===== config.mk =====
export PLATFORM = sky130hd
export DESIGN_NAME = microsequencer
export DESIGN_NICKNAME = d
export VERILOG_FILES = /design/src/rtl/microseq_pkg.sv /design/src/rtl/microseq_cond_mux.sv /design/src/rtl/microsequencer.sv
export SDC_FILE = /design/constraint.sdc
export NUM_CORES = 1
export LEC_CHECK = 0
export CELL_PAD_IN_SITES_DETAIL_PLACEMENT = 0
export CELL_PAD_IN_SITES_GLOBAL_PLACEMENT = 1
export CORE_ASPECT_RATIO = 1.2
export CORE_MARGIN = 2
export CORE_UTILIZATION = 29
export CTS_CLUSTER_DIAMETER = 80
export DETAILED_ROUTE_END_ITERATION = 7
export GPL_ROUTABILITY_DRIVEN = 0
export GPL_TIMING_DRIVEN = 0
export MAX_ROUTING_LAYER = met4
export PLACE_DENSITY_LB_ADDON = 0.12
export SYNTH_ARGS = -nofsm -noshare
export SYNTH_HDL_FRONTEND = slang
export SYNTH_HIERARCHICAL = 1
export SYNTH_SLANG_ARGS = --single-unit

===== constraint.sdc =====
create_clock -name clk -period 2.89 [get_ports clk]
set_clock_uncertainty 0.15 [all_clocks]
set_input_delay 0.867 -clock clk [delete_from_list [all_inputs] [get_ports clk]]
set_output_delay 0.867 -clock clk [all_outputs]
set_load 0.01 [all_outputs]

===== src/rtl/microseq_pkg.sv =====
// Shared encodings for the MIPS control-unit microsequencer.
// Microstore field encodings and the fetch state number.
package microseq_pkg;

  typedef enum logic [2:0] {
    NS_ENC    = 3'b000,
    NS_FETCH  = 3'b001,
    NS_CR     = 3'b010,
    NS_INC    = 3'b011,
    NS_CR_INC = 3'b100,
    NS_CR_ENC = 3'b101,
    NS_CALL   = 3'b110,
    NS_RET    = 3'b111
  } nsel_e;

  typedef enum logic [1:0] {
    CS_MOC  = 2'b00,
    CS_ZERO = 2'b01,
    CS_NEG  = 2'b10,
    CS_BR   = 2'b11
  } csel_e;

  localparam int STATE_FETCH = 0;

endpackage


===== src/rtl/microseq_cond_mux.sv =====
// Status-condition select with optional inversion.
// Purely combinational; feeds the conditional next-state selects.
module microseq_cond_mux
  import microseq_pkg::*;
(
  input  logic [1:0] cond_sel,
  input  logic       cond_inv,
  input  logic       moc,
  input  logic       alu_zero,
  input  logic       alu_neg,
  input  logic       br_cond,
  output logic       cond
);

  logic sel;

  always_comb begin
    sel = moc;
    unique case (cond_sel)
      CS_MOC:  sel = moc;
      CS_ZERO: sel = alu_zero;
      CS_NEG:  sel = alu_neg;
      CS_BR:   sel = br_cond;
      default: sel = moc;
    endcase
  end

  assign cond = sel ^ cond_inv;

endmodule


===== src/rtl/microsequencer.sv =====
// Next-state sequencer for the microprogrammed control unit.
// Define MICROSEQ_WATCHDOG_EN to build the memory-wait watchdog.
module microsequencer
  import microseq_pkg::*;
#(
  parameter int STATE_W        = 7,
  parameter int NUM_STATES     = 50,
  parameter int TIMEOUT_CYCLES = 16
) (
  input  logic               clk,
  input  logic               reset,
  input  logic [2:0]         n_sel,
  input  logic [1:0]         cond_sel,
  input  logic               cond_inv,
  input  logic [STATE_W-1:0] cr_state,
  input  logic [STATE_W-1:0] enc_state,
  input  logic               moc,
  input  logic               alu_zero,
  input  logic               alu_neg,
  input  logic               br_cond,
  output logic [STATE_W-1:0] state,
  output logic               illegal_state,
  output logic               bus_error
);

  localparam logic [STATE_W-1:0] FETCH = STATE_W'(STATE_FETCH);

  if (TIMEOUT_CYCLES < 1) begin : g_bad_timeout
    $error("TIMEOUT_CYCLES must be at least 1");
  end

  logic               cond;
  logic [STATE_W-1:0] inc;
  logic [STATE_W-1:0] raw_next;
  logic [STATE_W-1:0] legal_next;
  logic [STATE_W-1:0] ret_reg;
  logic               out_range;
  logic               wd_fire;

  microseq_cond_mux u_cond (
    .cond_sel (cond_sel),
    .cond_inv (cond_inv),
    .moc      (moc),
    .alu_zero (alu_zero),
    .alu_neg  (alu_neg),
    .br_cond  (br_cond),
    .cond     (cond)
  );

  assign inc = state + STATE_W'(1);

  always_comb begin
    raw_next = inc;
    unique case (n_sel)
      NS_ENC:    raw_next = enc_state;
      NS_FETCH:  raw_next = FETCH;
      NS_CR:     raw_next = cr_state;
      NS_INC:    raw_next = inc;
      NS_CR_INC: raw_next = cond ? cr_state : inc;
      NS_CR_ENC: raw_next = cond ? cr_state : enc_state;
      NS_CALL:   raw_next = cr_state;
      NS_RET:    raw_next = ret_reg;
      default:   raw_next = inc;
    endcase
  end

  assign out_range  = raw_next >= STATE_W'(NUM_STATES);
  assign legal_next = out_range ? FETCH : raw_next;

`ifdef MICROSEQ_WATCHDOG_EN
  localparam int CNT_W = $clog2(TIMEOUT_CYCLES + 1);

  logic [CNT_W-1:0] wd_cnt;

  assign wd_fire = wd_cnt == CNT_W'(TIMEOUT_CYCLES);

  // Counts consecutive cycles the sequencer sits on one state.
  always_ff @(posedge clk) begin
    if (reset) begin
      wd_cnt    <= '0;
      bus_error <= 1'b0;
    end else begin
      bus_error <= wd_fire;
      if (wd_fire || legal_next != state)
        wd_cnt <= '0;
      else
        wd_cnt <= wd_cnt + CNT_W'(1);
    end
  end
`else
  assign wd_fire   = 1'b0;
  assign bus_error = 1'b0;
`endif

  always_ff @(posedge clk) begin
    if (reset) begin
      state         <= FETCH;
      ret_reg       <= '0;
      illegal_state <= 1'b0;
    end else begin
      illegal_state <= out_range && !wd_fire;
      state         <= wd_fire ? FETCH : legal_next;
      if (n_sel == NS_CALL && !wd_fire)
        ret_reg <= inc;
    end
  end

endmodule


# Word-level counts from Yosys, hierarchy flattened
# Index checks and enable logic that the tools add are counted.
word_totals:
  wordCells: 24
  in_bits: 26
  register_bits: 15
op_classes:
  bitwise: 1
  n_reduce_logical: 4
  magnitude_cmp: 1
  eq_ne: 10
  n_mux: 4
  add_sub_neg: 1
ops:
  columns: ["cell", "count"]
  rows:
  - ["one-hot mux 7 bit (7 select lines)", 1]
  - ["2-to-1 mux 7 bit", 2]
  - ["equality test 3 bit, second input constant", 4]
  - ["adder 7 x 1 -> 7 bit, second input constant", 1]
  - [">= comparator 7 x 6 -> 1 bit, second input constant", 1]
  - ["equality test 3 x 2 -> 1 bit, second input constant", 2]
  - ["equality test 2 bit, second input constant", 2]
  - ["one-hot mux 1 bit (4 select lines)", 1]
  - ["OR reduction 2 bit", 2]
  - ["equality test 3 x 1 -> 1 bit, second input constant", 1]
  - ["logical NOT 3 bit", 1]
  - ["equality test 2 x 1 -> 1 bit, second input constant", 1]
  - ["logical NOT 2 bit", 1]
  - ["XOR 1 bit", 1]

# Depth between registers and ports, before layout
# Gate-level depths: netlist of the first run.
depth:
  ltp_word: 7
  ltp_mapped: 7
  ltp_nobuf: 7

# Modules after synthesis
# Netlist of the first run, hierarchy kept.
by_module_without_submodules:
  columns: ["mod", "cells_each", "area_each_um2", "seq_area_each_um2", "instances"]
  rows:
  - ["microsequencer", 126, 1009.7, 300.3, 1]
  - ["microseq_cond_mux", 2, 31.3, 0.0, 1]

# Worst setup path before layout of the first run
# OpenSTA, ideal clock, no wires.
synth_path:
  path_kind: "input -> register"
  start: "input cond_sel[0]"
  end: "register illegal_state"
  required_time_ps: 2621
  stages: 7
  setup_slack_ps: -128
  arrival_ps: 2749
  setup_ps: 119
  path_cell_list: "mux4_2 > xor2_1 > nand3b_1 > a21oi_2 > a221o_2 > a21boi_4 > o221a_1"
synth_between:
  elab_chain_cells: 6
synth_lines:
  columns: ["item", "line", "rtl"]
  rows:
  - ["start: declaration", "microsequencer.sv:13", "input logic [1:0] cond_sel,"]
  - ["equality test 2 bit (tied with other cells)", "microseq_cond_mux.sv:19", "unique case (cond_sel)"]
  - ["one-hot mux 1 bit (4 select lines) *", "microseq_cond_mux.sv:19", null]
  - ["XOR 1 bit *", "microseq_cond_mux.sv:28", "assign cond = sel ^ cond_inv;"]
  - ["net cond", "microsequencer.sv:32", "logic cond;"]
  - ["2-to-1 mux 7 bit, on equally long branches", "microsequencer.sv:60, microsequencer.sv:59", null]
  - ["one-hot mux 7 bit (7 select lines) *", "microsequencer.sv:54", "unique case (n_sel)"]
  - [">= comparator 7 x 6 -> 1 bit *", "microsequencer.sv:67", "assign out_range = raw_next >= STATE_W'(NUM_STATES);"]
  - ["end signal: assignment", "microsequencer.sv:101", "illegal_state <= out_range && !wd_fire;"]
  - ["end: declaration", "microsequencer.sv:22", "output logic illegal_state,"]
# Mark *: on every way through the listed nets, which the timed path passes. The rest lies on a longest branch.
# A chain may end at the register's enable or synchronous reset.

# Worst setup path after layout of the first run
# Ends and elaborated chain as after synthesis.

==> results.json, run 1 <==
{
  "synth-edff-count": 0,
  "rsz0062_at_grt": "yes",
  "wirelength_mm": 3.02,
  "grt_pass1_vias": 1013,
  "cp_max_fo": 6,
  "overflow": 0,
  "cp.arrival_ns": 2.93,
  "nets": 198,
  "initial_core_util_pct": 30.7,
  "routed_via_density": 5.29,
  "async_flop_share_pct": 0,
  "clk_transition_reported_paths_ns": 0.07,
  "final.hold.worst_slack_ns": 0.347,
  "worstSetupStartpoint": "cond_sel[0]",
  "ys_top_cells_by_count": "dfxtp_1, nand2_1, nor2_1",
  "routed-via-count": 1095,
  "yosysMostFrequentCell": "dfxtp_1",
  "die_width_um": 58.7,
  "cts_root_buffer": "clkbuf_8",
  "ff2ff_setup_slack_ns": 0.82,
  "r2r_start": "state[0]",
  "holdCritStartpoint": "ret_reg[4]",
  "end_kind": "flop",
  "yosysUniqueCellTypes": 46,
  "dr.pass1.iters": 6,
  "core_area_mm2": 0.00340,
  "fin_area_mm2": 0.00156,
  "io_buffers": 31,
  "layoutNonFillerInstCount": 207,
  "status": "finished, violations left",
  "power.leakage_nw": 0.592,
  "max_freq_ghz": 0.346,
  "placed_cells": 197,
  "cts.sinks": 15,
  "syn_area_mm2": 0.00104,
  "grt_use_total_pct": 15.8,
  "synth.area.top_cells": "dfxtp_1, nand2_1, nand3b_1",
  "synth-main-ff-cell": "dfxtp_1",
  "startpoint_type": "input pin",
  "clk-insertion-delay-late_ns": 0.25,
  "seqCellArea_um2": 300,
  "ys_seq_area_share_pct": 28.8,
  "clockBufferDepth": 2,
  "antennaDiodeCount": 0,
  "die_y_um": 69.6,
  "synth_warnings": 6,
  "multi_input_area_um2": 761,
  "synth_top_area_cell": "dfxtp_1",
  "endpoint": "illegal_state",
  "power.total_mw": 0.595,
  "drive_gt1_share_pct": 21.8,
  "timing.slew.headroom_pct": 65.9,
  "rr_worst_depth": 6,
  "violations": "DRC",
  "syn_inst": 128,
  "post-dp-hpwl_mm": 2.35,
  "post_drt_wl_per_cell_um": 14.6,
  "tritoncts": "yes",
  "setup_viol": 0,
  "finalSetupTns_ns": 0,
  "period_share_pct": 99.9,
  "placed_area_mm2": 0.00141,
  "irDropWorstVdd_mv": 0.372,
  "crit_type": "input pin to flop",
  "hold_violations": 0,
  "cp.required_ns": 2.94,
  "antenna_found_initial": 0,
  "ant_nets": 0,
  "synth_seq_cells": 15,
  "ios": 35,
  "hold_class": "flop to flop",
  "area_delta_synth_final_pct": 49.5,
  "drtIter0Drc": 37,
  "layout_min_cycle_time_ns": 2.89,
  "grt_max_degree": 11,
  "cellPowerDensity_mw_per_mm2": 382,
  "die_area_mm2": 0.00409,
  "holdBufCountCts": 0,
  "fp-row-count": 23,
  "drc": 2,
  "final_max_slew_viol_count": 0,
  "reg2reg_to": "illegal_state",
  "maxCapViolations": 0,
  "grt_pass1_wl_mm": 4.84,
  "synth_top_area_share_pct": 28.8,
  "syn_area_per_cell_um2": 8.13,
  "cts_buffers": 3,
  "h-tree-depth": 1,
  "tightest_slew_ns": 0.511,
  "fillers": 374
}
[layer usage]
| metal | vias up | share of wire, % | global-route usage, % |
|---|---|---|---|
| li1 | 562 | - | - |
| met1 | 511 | 43 | 20.5 |
| met2 | 20 | 52 | 24.7 |
| met3 | 2 | 4.2 | 3.92 |
| met4 | 0 | 0.63 | 3.03 |
| met5 | - | 0 | - |
[metrics by stage]
stage / util, % / worst slack (ns)
4_1_cts: 44.1 / -0.0307
3_5_place_dp: 41.5 / -0.785
6_report: 45.8 / 0.00285
2_1_floorplan: - / -0.0392
5_1_grt: 45.8 / -0.0418
3_3_place_gp: 41.5 / -0.811
[worst min path at each step]
| stage | to | slack (ns) | cells past startpoint |
|---|---|---|---|
| after global routing | ret_reg[2] | 0.39 | 2 |
| final | ret_reg[4] | 0.35 | 2 |
| after floorplan | ret_reg[1] | 0.31 | 2 |
| after global placement | ret_reg[4] | 0.33 | 2 |
| after CTS | ret_reg[4] | 0.35 | 2 |
| after detailed placement | ret_reg[4] | 0.34 | 2 |
[critical path: stages]
cell      delay, ns
buf_6          0.07
mux4_2         0.54
xor2_4         0.19
or4b_4         0.53
nand2_4        0.13
a221o_2        0.16
a21boi_4       0.22
o221a_1        0.22
[cell type report]
| type | instances | share of cell area (%) |
|---|---|---|
| plain buffers | 7 | 2.73 |
| clock buffers | 3 | 2.65 |
| multi-input cells | 102 | 48.9 |
| well taps | 37 | 2.97 |
| flip-flops and latches | 15 | 19.3 |
| inverters | 5 | 1.21 |
| repair buffers | 37 | 21.9 |
| clock inverters | 1 | 0.322 |
[where the power goes]
group | internal (mW) | switching, mW
registers | 0.218 | 0.0105
clock network | 0.0956 | 0.0789
logic | 0.102 | 0.0895
[timing repair]
item                                    in CTS  in global routing
resized for setup                           23                  6
setup buffers                                4                  2
pin swaps                                    6                  4
endpoints found under the setup margin       7                  7
[logic make-up (layout without fill, tap and decap cells)]
group,after synthesis,after routing,share of synthesized area (%)
AOI/OAI and AO/OA,32,32,25.5
and+or+nand+nor,58,58,28.8
other,1,2,0.360
muxes,5,5,6.01
xor gates and xnor gates,4,4,3.37
DFF,15,15,28.8
buffers and inverters,12,53,5.89
adders and majority gates,1,1,1.20
[layout by cell type, fill, tap and decap left out, types with 2 or more instances in the layout]
cell type         n
nand2_1          13
buf_4             7
a211oi_1          4
dfxtp_1          15
nand3b_1          6
o21ai_0           2
xnor2_1           2
o221ai_1          3
clkdlybuf4s50_1  25
conb_1            2
buf_6             3
a211oi_2          2
nand3_1           8
and3_1            2
nor3_1            6
and2_1            2
a221oi_2          2
inv_1             5
mux2i_1           4
a21oi_1           4
nor2_1           11
a32o_1            2
clkbuf_8          3
nor2b_1           2
buf_2             7
Power figures use the tool's default switching activity.
==> inputs of run 2 (changes only) <==
--- a/config.mk
+++ b/config.mk
@@ -5,6 +5,7 @@
 export SDC_FILE = /design/constraint.sdc
 export NUM_CORES = 1
 export LEC_CHECK = 0
+export ABC_CLOCK_PERIOD_IN_PS = 2890
 export CELL_PAD_IN_SITES_DETAIL_PLACEMENT = 0
 export CELL_PAD_IN_SITES_GLOBAL_PLACEMENT = 1
 export CORE_ASPECT_RATIO = 1.2
==> results of run 2 <==
Same layout as run 1: the final DEF is identical, and so are final timing and power.
==> inputs of run 3 (changes only) <==
--- a/config.mk
+++ b/config.mk
@@ -11,12 +11,14 @@
 export CORE_ASPECT_RATIO = 1.2
 export CORE_MARGIN = 2
 export CORE_UTILIZATION = 29
+export CTS_BUF_LIST = sky130_fd_sc_hd__clkbuf_8 sky130_fd_sc_hd__clkbuf_16
 export CTS_CLUSTER_DIAMETER = 80
 export DETAILED_ROUTE_END_ITERATION = 7
 export GPL_ROUTABILITY_DRIVEN = 0
 export GPL_TIMING_DRIVEN = 0
 export MAX_ROUTING_LAYER = met4
 export PLACE_DENSITY_LB_ADDON = 0.12
+export SETUP_SLACK_MARGIN = 0.02
 export SYNTH_ARGS = -nofsm -noshare
 export SYNTH_HDL_FRONTEND = slang
 export SYNTH_HIERARCHICAL = 1
==> run 3 against run 2 <==
Net effect:
- the run still ends with DRC left
- worst setup slack about the same
- die area stayed put
- global-route usage increased by 1.3 points
- clock power barely moved
- register-to-register slack worse by 0.02 ns
- power grew 1.7%
- sequential cell count unchanged
- count of clock-buffer cells in the layout unchanged
- largest cell class unchanged
- highest routed layer unchanged
==> results.json, run 3 (same netlist as run 1, synthesis figures left out) <==
{
  "status": "finished, violations left",
  "violations": "DRC",
  "swShare_pct": 30.9,
  "cp_slowest_stage_delay_ns": 0.54,
  "cts.sinks": 15,
  "r2r_start": "state[0]",
  "rr_worst_depth": 6,
  "ff2ff_setup_slack_ns": 0.80,
  "overflow": 0,
  "grt_pass1_wl_mm": 5.33,
  "cts_buffers": 3,
  "layoutNonFillerInstCount": 205,
  "power.leakage_nw": 0.593,
  "irDropWorstVdd_mv": 0.251,
  "setup_viol": 0,
  "holdBufCountCts": 0,
  "die_width_um": 58.7,
  "ant_nets": 0,
  "cp.arrival_ns": 2.93,
  "holdCritStartpoint": "ret_reg[2]",
  "crit_slowest_cell": "mux4_2",
  "fillers": 359,
  "drc": 2,
  "h-tree-depth": 1,
  "max_freq_ghz": 0.346,
  "tritoncts": "yes",
  "dr.pass1.iters": 6,
  "clk_transition_reported_paths_ns": 0.06,
  "wirelength_mm": 3.26,
  "reg2reg_to": "illegal_state",
  "hold_class": "flop to flop",
  "fin_ws_ns": 0.00321,
  "layout_common_cells": "clkdlybuf4s50_1, dfxtp_1, nand2_1",
  "die_y_um": 69.6,
  "post-dp-hpwl_mm": 2.36,
  "crit_buf_inv": 1,
  "hold_end": "ret_reg[2]",
  "placed_cells": 197,
  "placed_area_mm2": 0.00142,
  "tightest_slew_ns": 0.582,
  "place_ws_ns": -0.885,
  "antennaDiodeCount": 0,
  "fp-row-count": 23,
  "maxCapViolations": 0,
  "p_sw_mw": 0.187,
  "die_area_mm2": 0.00409,
  "clockBufferDepth": 2,
  "final_max_slew_viol_count": 0,
  "grt_use_total_pct": 17.1,
  "layout_min_cycle_time_ns": 2.89,
  "drtIter0Drc": 46,
  "area_delta_synth_final_pct": 53.1,
  "startpoint_type": "input pin",
  "cp.required_ns": 2.93,
  "routed_via_density": 5.46,
  "antenna_found_initial": 0,
  "clk-insertion-delay-late_ns": 0.25,
  "drive_gt1_share_pct": 23.2,
  "layout_commonest_cell": "clkdlybuf4s50_1",
  "core_area_mm2": 0.00340,
  "critical_path.cell_chain": "buf_6, mux4_2, xor2_4, or4b_4, nand2_4, a221o_2, a21boi_4, o221a_1",
  "post_drt_wl_per_cell_um": 15.9,
  "io_buffers": 31,
  "ios": 35,
  "finalSetupTns_ns": 0,
  "rsz0062_at_grt": "yes",
  "crit_type": "input pin to flop",
  "nets": 196,
  "end_kind": "flop",
  "timing.slew.headroom_pct": 61.2,
  "p_seq_share_pct": 37.9,
  "period_share_pct": 99.9,
  "fin_area_mm2": 0.00159,
  "cellPowerDensity_mw_per_mm2": 379,
  "clkPwrFrac_pct": 28.2,
  "combPwrFrac_pct": 33.9,
  "grt_max_degree": 11,
  "internal_power_mw": 0.418,
  "hold_violations": 0,
  "initial_core_util_pct": 30.7,
  "hold_path_depth": 2,
  "routed-via-count": 1120,
  "grt_pass1_vias": 1091,
  "critical_path.top_delay_family": "simple AND/OR/NAND/NOR gates",
  "cp_max_fo": 5,
  "cts_root_buffer": "clkbuf_8"
}
[run 3: cell types whose count changed in the layout (fill, tap and decap cells not counted), sizes merged]
cell / delta
clkinv: -1
buf: -2
inv: +1
[run 3: through the flow]
stage / util (%) / hold WS, ns / power, mW
floorplan: - / 0.310 / 0.326
global placement: 41.7 / 0.328 / 0.400
detailed placement: 41.7 / 0.334 / 0.402
CTS: 46.2 / 0.348 / 0.599
global route: 46.9 / 0.365 / 0.637
finish: 46.9 / 0.347 / 0.605
[run 3: worst max path at each step]
stage / startpoint / end / slack (ns) / depth (start not counted)
final: cond_sel[0] / illegal_state / 0.003 / 8
after global routing: cond_sel[0] / illegal_state / -0.04 / 9
after CTS: cond_sel[0] / illegal_state / -0.03 / 8
after detailed placement: cond_sel[0] / state[5] / -0.88 / 8
after global placement: cond_sel[0] / state[5] / -0.93 / 8
after floorplan: cond_sel[0] / illegal_state / -0.04 / 7
[run 3: worst register-to-register path, stage by stage (launching register included)]
cell and delay [ns]:
dfxtp_1 0.47, ha_1 0.28, nand3_1 0.11, xnor2_1 0.15, a221o_2 0.38, a21boi_4 0.16, o221a_1 0.28
[run 3: final cells by class]
type,count,area [um2],area share (%)
buffer,7,42.5,2.67
clock buffer,3,41.3,2.59
clock inverter,1,3.75,0.235
inverter,5,18.8,1.18
multi-input combinational,102,798,50.1
sequential,15,300,18.8
tap,37,46.3,2.90
timing repair buffer,35,343,21.5
[run 3: routing by layer]
layer | GRT usage [%] | part of all wire (%) | routed length [um]
met5 | - | 0 | 0
met4 | 4.55 | 0.52 | 17
met3 | 2.43 | 5.3 | 172
met2 | 27.3 | 49 | 1610
met1 | 22.2 | 45 | 1460
[run 3: power groups by stage]
stage               Sequential (mW)  Clock, mW  Combinational, mW
finish                        0.229      0.171              0.205
global route                  0.231      0.185              0.221
CTS                           0.229      0.174              0.196
detailed placement            0.233          0              0.168
global placement              0.233          0              0.167
floorplan                     0.235          0             0.0914
[run 3: timing repair]
item                                    4_1_cts  5_1_grt
hold endpoints to repair                      0        0
endpoints found under the setup margin        7        7
gates resized for setup                      31        4
gates cloned                                  0        0
buffers inserted                              4        0
pin swaps                                     9        2
